<file path="src/rtl/avaliador_notas_if.sv">
// Board-side bundle of the grade evaluator: switch inputs towards the
// evaluator and its registered result/display outputs back.
interface avaliador_notas_if #(
    parameter int NBITS_NOTA = 4,
    parameter int N_NOTAS    = 4
);
    logic [NBITS_NOTA-1:0]          nota_in;
    logic                           enter;
    logic [7:0]                     SEG;
    logic [$clog2(N_NOTAS+1)-1:0]   contagem;
    logic [NBITS_NOTA-1:0]          media;
    logic                           done;
    logic                           erro;

    modport master (
        output nota_in, enter,
        input  SEG, contagem, media, done, erro
    );

    modport slave (
        input  nota_in, enter,
        output SEG, contagem, media, done, erro
    );
endinterface

</file>
<file path="src/rtl/avaliador_notas.sv">
// Grade evaluator: accumulates N_NOTAS switch grades confirmed by enter,
// then shows the floor-average verdict (A/F/P) or E on an illegal grade.
module avaliador_notas #(
    parameter int NBITS_NOTA = 4,
    parameter int N_NOTAS    = 4,
    parameter int NOTA_MAX   = 10,
    parameter int LIMIAR_A   = 7,
    parameter int LIMIAR_F   = 4
) (
    input  logic              clk_2,
    input  logic              reset,
    avaliador_notas_if.slave  bus
);
    localparam int W_CONT = $clog2(N_NOTAS + 1);
    localparam int W_SOMA = NBITS_NOTA + W_CONT;

    localparam logic [7:0] LETRA_A = 8'b0111_0111;
    localparam logic [7:0] LETRA_F = 8'b0111_0001;
    localparam logic [7:0] LETRA_P = 8'b0111_0011;
    localparam logic [7:0] LETRA_E = 8'b0111_1001;
    localparam logic [7:0] TRACO   = 8'b0100_0000;

    typedef enum logic [1:0] {COLETA, RESULTADO, ERRO} estado_t;

    estado_t             estado;
    logic                s1, s2, s3;
    logic                pulso;
    logic [W_SOMA-1:0]   soma;
    logic [W_SOMA-1:0]   soma_nova;
    logic [W_CONT-1:0]   contagem_nova;
    logic [NBITS_NOTA-1:0] media_nova;

    // enter is a raw switch: s1/s2 resynchronise it, s3 detects the rising edge.
    assign pulso         = s2 & ~s3;
    assign soma_nova     = soma + W_SOMA'(bus.nota_in);
    assign contagem_nova = bus.contagem + W_CONT'(1);
    assign media_nova    = NBITS_NOTA'(soma_nova / W_SOMA'(N_NOTAS));

    function automatic logic [7:0] letra(input logic [NBITS_NOTA-1:0] m);
        if (m >= NBITS_NOTA'(LIMIAR_A))      return LETRA_A;
        else if (m >= NBITS_NOTA'(LIMIAR_F)) return LETRA_F;
        else                                 return LETRA_P;
    endfunction

    // NOTE: all state below is updated with non-blocking assignments so every
    // register samples the pre-edge values, independent of statement order.
    always_ff @(posedge clk_2) begin
        if (reset) begin
            estado       <= COLETA;
            s1           <= 1'b0;
            s2           <= 1'b0;
            s3           <= 1'b0;
            soma         <= '0;
            bus.contagem <= '0;
            bus.media    <= '0;
            bus.done     <= 1'b0;
            bus.erro     <= 1'b0;
            bus.SEG      <= TRACO;
        end else begin
            s1 <= bus.enter;
            s2 <= s1;
            s3 <= s2;
            case (estado)
                COLETA: begin
                    if (pulso) begin
                        if (bus.nota_in > NBITS_NOTA'(NOTA_MAX)) begin
                            estado   <= ERRO;
                            bus.erro <= 1'b1;
                            bus.SEG  <= LETRA_E;
                        end else begin
                            soma         <= soma_nova;
                            bus.contagem <= contagem_nova;
                            if (contagem_nova == W_CONT'(N_NOTAS)) begin
                                estado    <= RESULTADO;
                                bus.media <= media_nova;
                                bus.done  <= 1'b1;
                                bus.SEG   <= letra(media_nova);
                            end
                        end
                    end
                end
                RESULTADO: begin
                    if (pulso) begin
                        estado       <= COLETA;
                        soma         <= '0;
                        bus.contagem <= '0;
                        bus.media    <= '0;
                        bus.done     <= 1'b0;
                        bus.SEG      <= TRACO;
                    end
                end
                ERRO: begin
                    // The faulty evaluation is abandoned entirely, not resumed.
                    if (pulso) begin
                        estado       <= COLETA;
                        soma         <= '0;
                        bus.contagem <= '0;
                        bus.erro     <= 1'b0;
                        bus.SEG      <= TRACO;
                    end
                end
                default: estado <= COLETA;
            endcase
        end
    end
endmodule

</file>
<file path="src/flat_wrapper.sv">
// flat-port wrapper written by rule: the top's interface ports become plain ports
module avaliador_notas_flat 
#(
    parameter int NBITS_NOTA = 4,
    parameter int N_NOTAS    = 4,
    parameter int NOTA_MAX   = 10,
    parameter int LIMIAR_A   = 7,
    parameter int LIMIAR_F   = 4
)
  (clk_2, reset, bus_nota_in, bus_enter, bus_SEG, bus_contagem, bus_media, bus_done, bus_erro);
  avaliador_notas_if #(.NBITS_NOTA(NBITS_NOTA), .N_NOTAS(N_NOTAS)) bus_i ();
  input  logic clk_2;
  input  logic reset;
  input wire logic [$bits(bus_i.nota_in)-1:0] bus_nota_in;
  input wire logic [$bits(bus_i.enter)-1:0] bus_enter;
  output wire logic [$bits(bus_i.SEG)-1:0] bus_SEG;
  output wire logic [$bits(bus_i.contagem)-1:0] bus_contagem;
  output wire logic [$bits(bus_i.media)-1:0] bus_media;
  output wire logic [$bits(bus_i.done)-1:0] bus_done;
  output wire logic [$bits(bus_i.erro)-1:0] bus_erro;
  assign bus_i.nota_in = bus_nota_in;
  assign bus_i.enter = bus_enter;
  assign bus_SEG = bus_i.SEG;
  assign bus_contagem = bus_i.contagem;
  assign bus_media = bus_i.media;
  assign bus_done = bus_i.done;
  assign bus_erro = bus_i.erro;
  avaliador_notas #(.NBITS_NOTA(NBITS_NOTA), .N_NOTAS(N_NOTAS), .NOTA_MAX(NOTA_MAX), .LIMIAR_A(LIMIAR_A), .LIMIAR_F(LIMIAR_F)) u_core (.clk_2(clk_2), .reset(reset), .bus(bus_i));
endmodule
</file>
<file path="config.mk">
export PLATFORM = sky130hd
export DESIGN_NAME = avaliador_notas_flat
export DESIGN_NICKNAME = d
export VERILOG_FILES = /design/src/rtl/avaliador_notas_if.sv /design/src/rtl/avaliador_notas.sv /design/src/flat_wrapper.sv
export SDC_FILE = /design/constraint.sdc
export NUM_CORES = 1
export LEC_CHECK = 0
export CORE_MARGIN = 1
export CORE_UTILIZATION = 45
export DETAILED_ROUTE_END_ITERATION = 10
export HOLD_SLACK_MARGIN = 0.1
export PLACE_DENSITY = 0.72
export SLEW_MARGIN = 20
export SYNTH_ARGS = -nofsm -noshare
export SYNTH_HDL_FRONTEND = slang
export SYNTH_SLANG_ARGS = --single-unit
</file>
<file path="constraint.sdc">
create_clock -name clk_2 -period 6.85 [get_ports clk_2]
set_clock_uncertainty 0.05 [all_clocks]
set_input_delay 1.7125 -clock clk_2 [delete_from_list [all_inputs] [get_ports clk_2]]
set_output_delay 1.7125 -clock clk_2 [all_outputs]
set_load 0.01 [all_outputs]
</file>
==> summary.md, run 1 <==
| Metric | Value |
|---|---|
| Setup TNS | 0 ps |
| Initial antenna violation count | 0 |
| #FFs+latches synth | 24 |
| Die area | 3203 µm² |
| Met2 Resource Use GR | 0.2924 |
| MaxCap Viol Count | 0 |
| GR peak layer | met2 |
| P&R area growth vs syn | 15.58% |
| Vias in the first global route | 1,052 |
| Worst hold path depth | 2 |
| Mapped Cells | 156 |
| Core area | 2781 µm² |
| Fmax | 0.2741 GHz |
| Crit-path max FO | 6 |
| Fillers | 265 |
| Post-CTS Hold Fix Bufs | 0 |
| Die Y | 56.60 µm |
| Largest net degree at the start of global routing | 26 |
| Final setup fails | 0 |
| Final period utilization | 0.5326 |
| Hold Crit Class | reg -> reg |
| Max Buffers Root-to-Sink | 2 |
| Initial Utilization | 0.4822 |
| Final Hold Fails | 0 |
| Post-CTS Setup Bufs | 0 |
| Number of buffers added on ports | 21 |
| Detailed placement HPWL | 2037 µm |
| Cell Rows | 19 |
| Grt met1 use | 0.2301 |
| RePlAce Congestion | 0.7965 |
| I/O Pins | 24 |
| Clk_lat worst skew | 310 ps |
| End of the worst register-to-register path | u_core.bus.SEG[1] |
| Netlist cell types | 43 |
| R2R depth | 7 |
| Tmin final | 3648 ps |
| Status | complete, no violations |
| Initial DRC Count | 29 |
| WL final | 2642 µm |
| Synth Cell Area | 1341 µm² |
| Critical path launch point type | primary input |
| Nets | 188 |
| Pwr/cell area | 162.3 nW/µm² |
| H-tree depth | 1 |
| Normalized max-slew margin | 0.4084 |
| CTS root buf | clkbuf_4 |
| RR Startpoint | u_core.estado[0] |
| DIE WIDTH | 56.60 µm |
| Fraction of the yosys area taken by sequential cells | 0.3582 |
| Post-synth EDFFs | 0 |
| Layout cells sized above 1 | 0.05325 |
| Overall routing resource usage | 0.1789 |
| Grt total ovfl | 0 |
| Asr flop ratio synth | 0 |
| Antenna viol nets, final | 0 |
| Syn avg cell area | 8.598 µm² |
| CTS tree | built |
| N_diodes | 0 |
| Number of synthesis warnings | 0 |
| Reg clk slew, reported paths | 120 ps |
| Vias/cell | 5.560 |
| Crit. Startpoint | bus_nota_in[3] |
| Area of the multi-input gates | 772.0 µm² |
| Static Leak | 0.5836 nW |
| DR pass1 iterations | 4 |
| Critical Path End Type | flop |
| First-pass GRT wire length | 4491 µm |
| # resized after CTS | 0 |
| Maximum vdd ir drop | 0.1082 mV |
| DRC | 0 |
| Dominant synthesized flop cell | dfxtp_1 |
| Crit Path Class | in -> reg |
| Reg area | 480.5 µm² |
| Crit path capture | u_core.bus.SEG[1] |
| # clock sinks | 24 |
| Vias | 1,112 |
| Fin. max-slew vios | 0 |
| Cts bufs inserted | 3 |
| Wirelength per Cell | 13.21 µm |
| Unrepaired setup endpoints after global routing | false |
| Slew @ Worst Pin | 884.6 ps |
| Mapped Nets | 173 |
| Arrival time worst endpoint | 3800 ps |
| Met3 usage | 0.02765 |
| Pwr Total | 0.0002516 W |
| R2r setup slk | 4510 ps |
| CP required | 7010 ps |
## metal layers
layer  up-vias  part of all wire
met5         -                 0
met4         0             0.025
met3         9             0.043
met2        32              0.47
met1       513              0.46
li1        558                 -
## report_power, final
group          leakage (nW)  total [W]  switching (W)  internal, W
Combinational         0.375  0.0000469      0.0000265    0.0000204
Clock                0.0138  0.0000585      0.0000380    0.0000206
Sequential            0.194   0.000146     0.00000269     0.000144
Total                 0.584   0.000252      0.0000672     0.000184
## final cells by class
cell class	count	area share
Tap cell	31	0.02502
Inverter	7	0.01695
Timing Repair Buffer	21	0.1356
Multi-Input combinational cell	114	0.4980
Sequential cell	24	0.3099
Clock buffer	3	0.01453
## sequential cells by signal (all words and copies together), names as in the netlist
register	cells
u_core.s3	1
u_core.bus.contagem	3
u_core.s1	1
u_core.soma	6
u_core.bus.media	4
u_core.bus.done	1
u_core.bus.SEG	4
u_core.estado	2
u_core.s2	1
u_core.bus.erro	1
## synthesized netlist by cell type (all sizes together), types with 4 or more instances
master | count | area, µm²
a21oi | 19 | 95.09
buf | 7 | 47.55
clkbuf | 4 | 15.01
dfxtp | 24 | 480.5
ha | 9 | 112.6
inv | 7 | 26.28
nand2 | 15 | 56.30
nand3 | 5 | 25.02
nor2 | 9 | 33.78
nor2b | 5 | 31.28
o21ai | 4 | 31.28
or3 | 4 | 25.02
xnor2 | 5 | 43.79
## cells by family (layout without fill, tap and decap cells)
family,count (synthesis),count (layout),synth area share
AND/OR/NAND/NOR,52,52,0.1959
AO/OA/AOI/OAI,41,41,0.2146
flip-flops,24,24,0.3582
buffers and inverters,18,31,0.06623
adder cells (fa/ha/maj),10,10,0.09888
XOR/XNOR,7,7,0.04571
other,2,2,0.005599
multiplexers,2,2,0.01493
## how the worst min path moves through the flow
| stage | start | to | slack (ps) |
|---|---|---|---|
| 2_1_floorplan | u_core.s1 | u_core.s2 | 360 |
| 6_report | u_core.bus.media[3] | u_core.bus.media[3] | 410 |
| 3_3_place_gp | u_core.s1 | u_core.s2 | 370 |
| 4_1_cts | u_core.bus.media[0] | u_core.bus.media[0] | 410 |
| 5_1_grt | u_core.s1 | u_core.s2 | 430 |
| 3_5_place_dp | u_core.bus.media[0] | u_core.bus.media[0] | 390 |
## worst max-delay path: stages
cell and delay (ps):
clkdlybuf4s50_1 490, ha_1 470, a21oi_1 160, o22ai_1 330, xor2_1 280, a21oi_1 90, a221oi_1 260
## per-stage QoR
stage	instances	area, µm²	hold slack (ps)	utilization	setup WS, ps
6_report	200	1550	408.3	0.5574	3202
5_1_grt	200	1550	429.4	0.5574	3105
4_1_cts	200	1550	411.4	0.5574	3250
3_5_place_dp	197	1528	393.9	0.5493	2916
3_3_place_gp	197	1528	366.6	0.5493	2989
2_1_floorplan	156	1341	363.8	-	3513
## cells in the final DEF (no fill, tap or decap), drive strengths merged, types with 3 or more instances in the layout
cell	count
clkbuf	3
nor2b	5
dfxtp	24
xnor2	5
ha	9
o21ai	4
a21oi	19
nand2	15
a21o	3
nor2	9
nand2b	3
o22ai	3
nor3	3
nand3	5
clkdlybuf4s50	21
inv	7
or3	4
No activity file was read; power rests on OpenSTA's default activity.
==> run 2: changes to the inputs <==
- clock period: 6.85 -> 3.6 ns (I/O delays scaled with it)
==> results of run 2 <==
Same layout as run 1 (identical final DEF). Status: complete, no violations.
Among the figures that moved: setup slack after placement 2916 ps -> 478.7 ps; setup slack after layout 3202 ps -> 764.3 ps; register-to-register setup slack 4510 ps -> 1260 ps; total power 0.0002516 W -> 0.0004788 W; worst IR drop on VDD 0.1082 mV -> 0.2059 mV
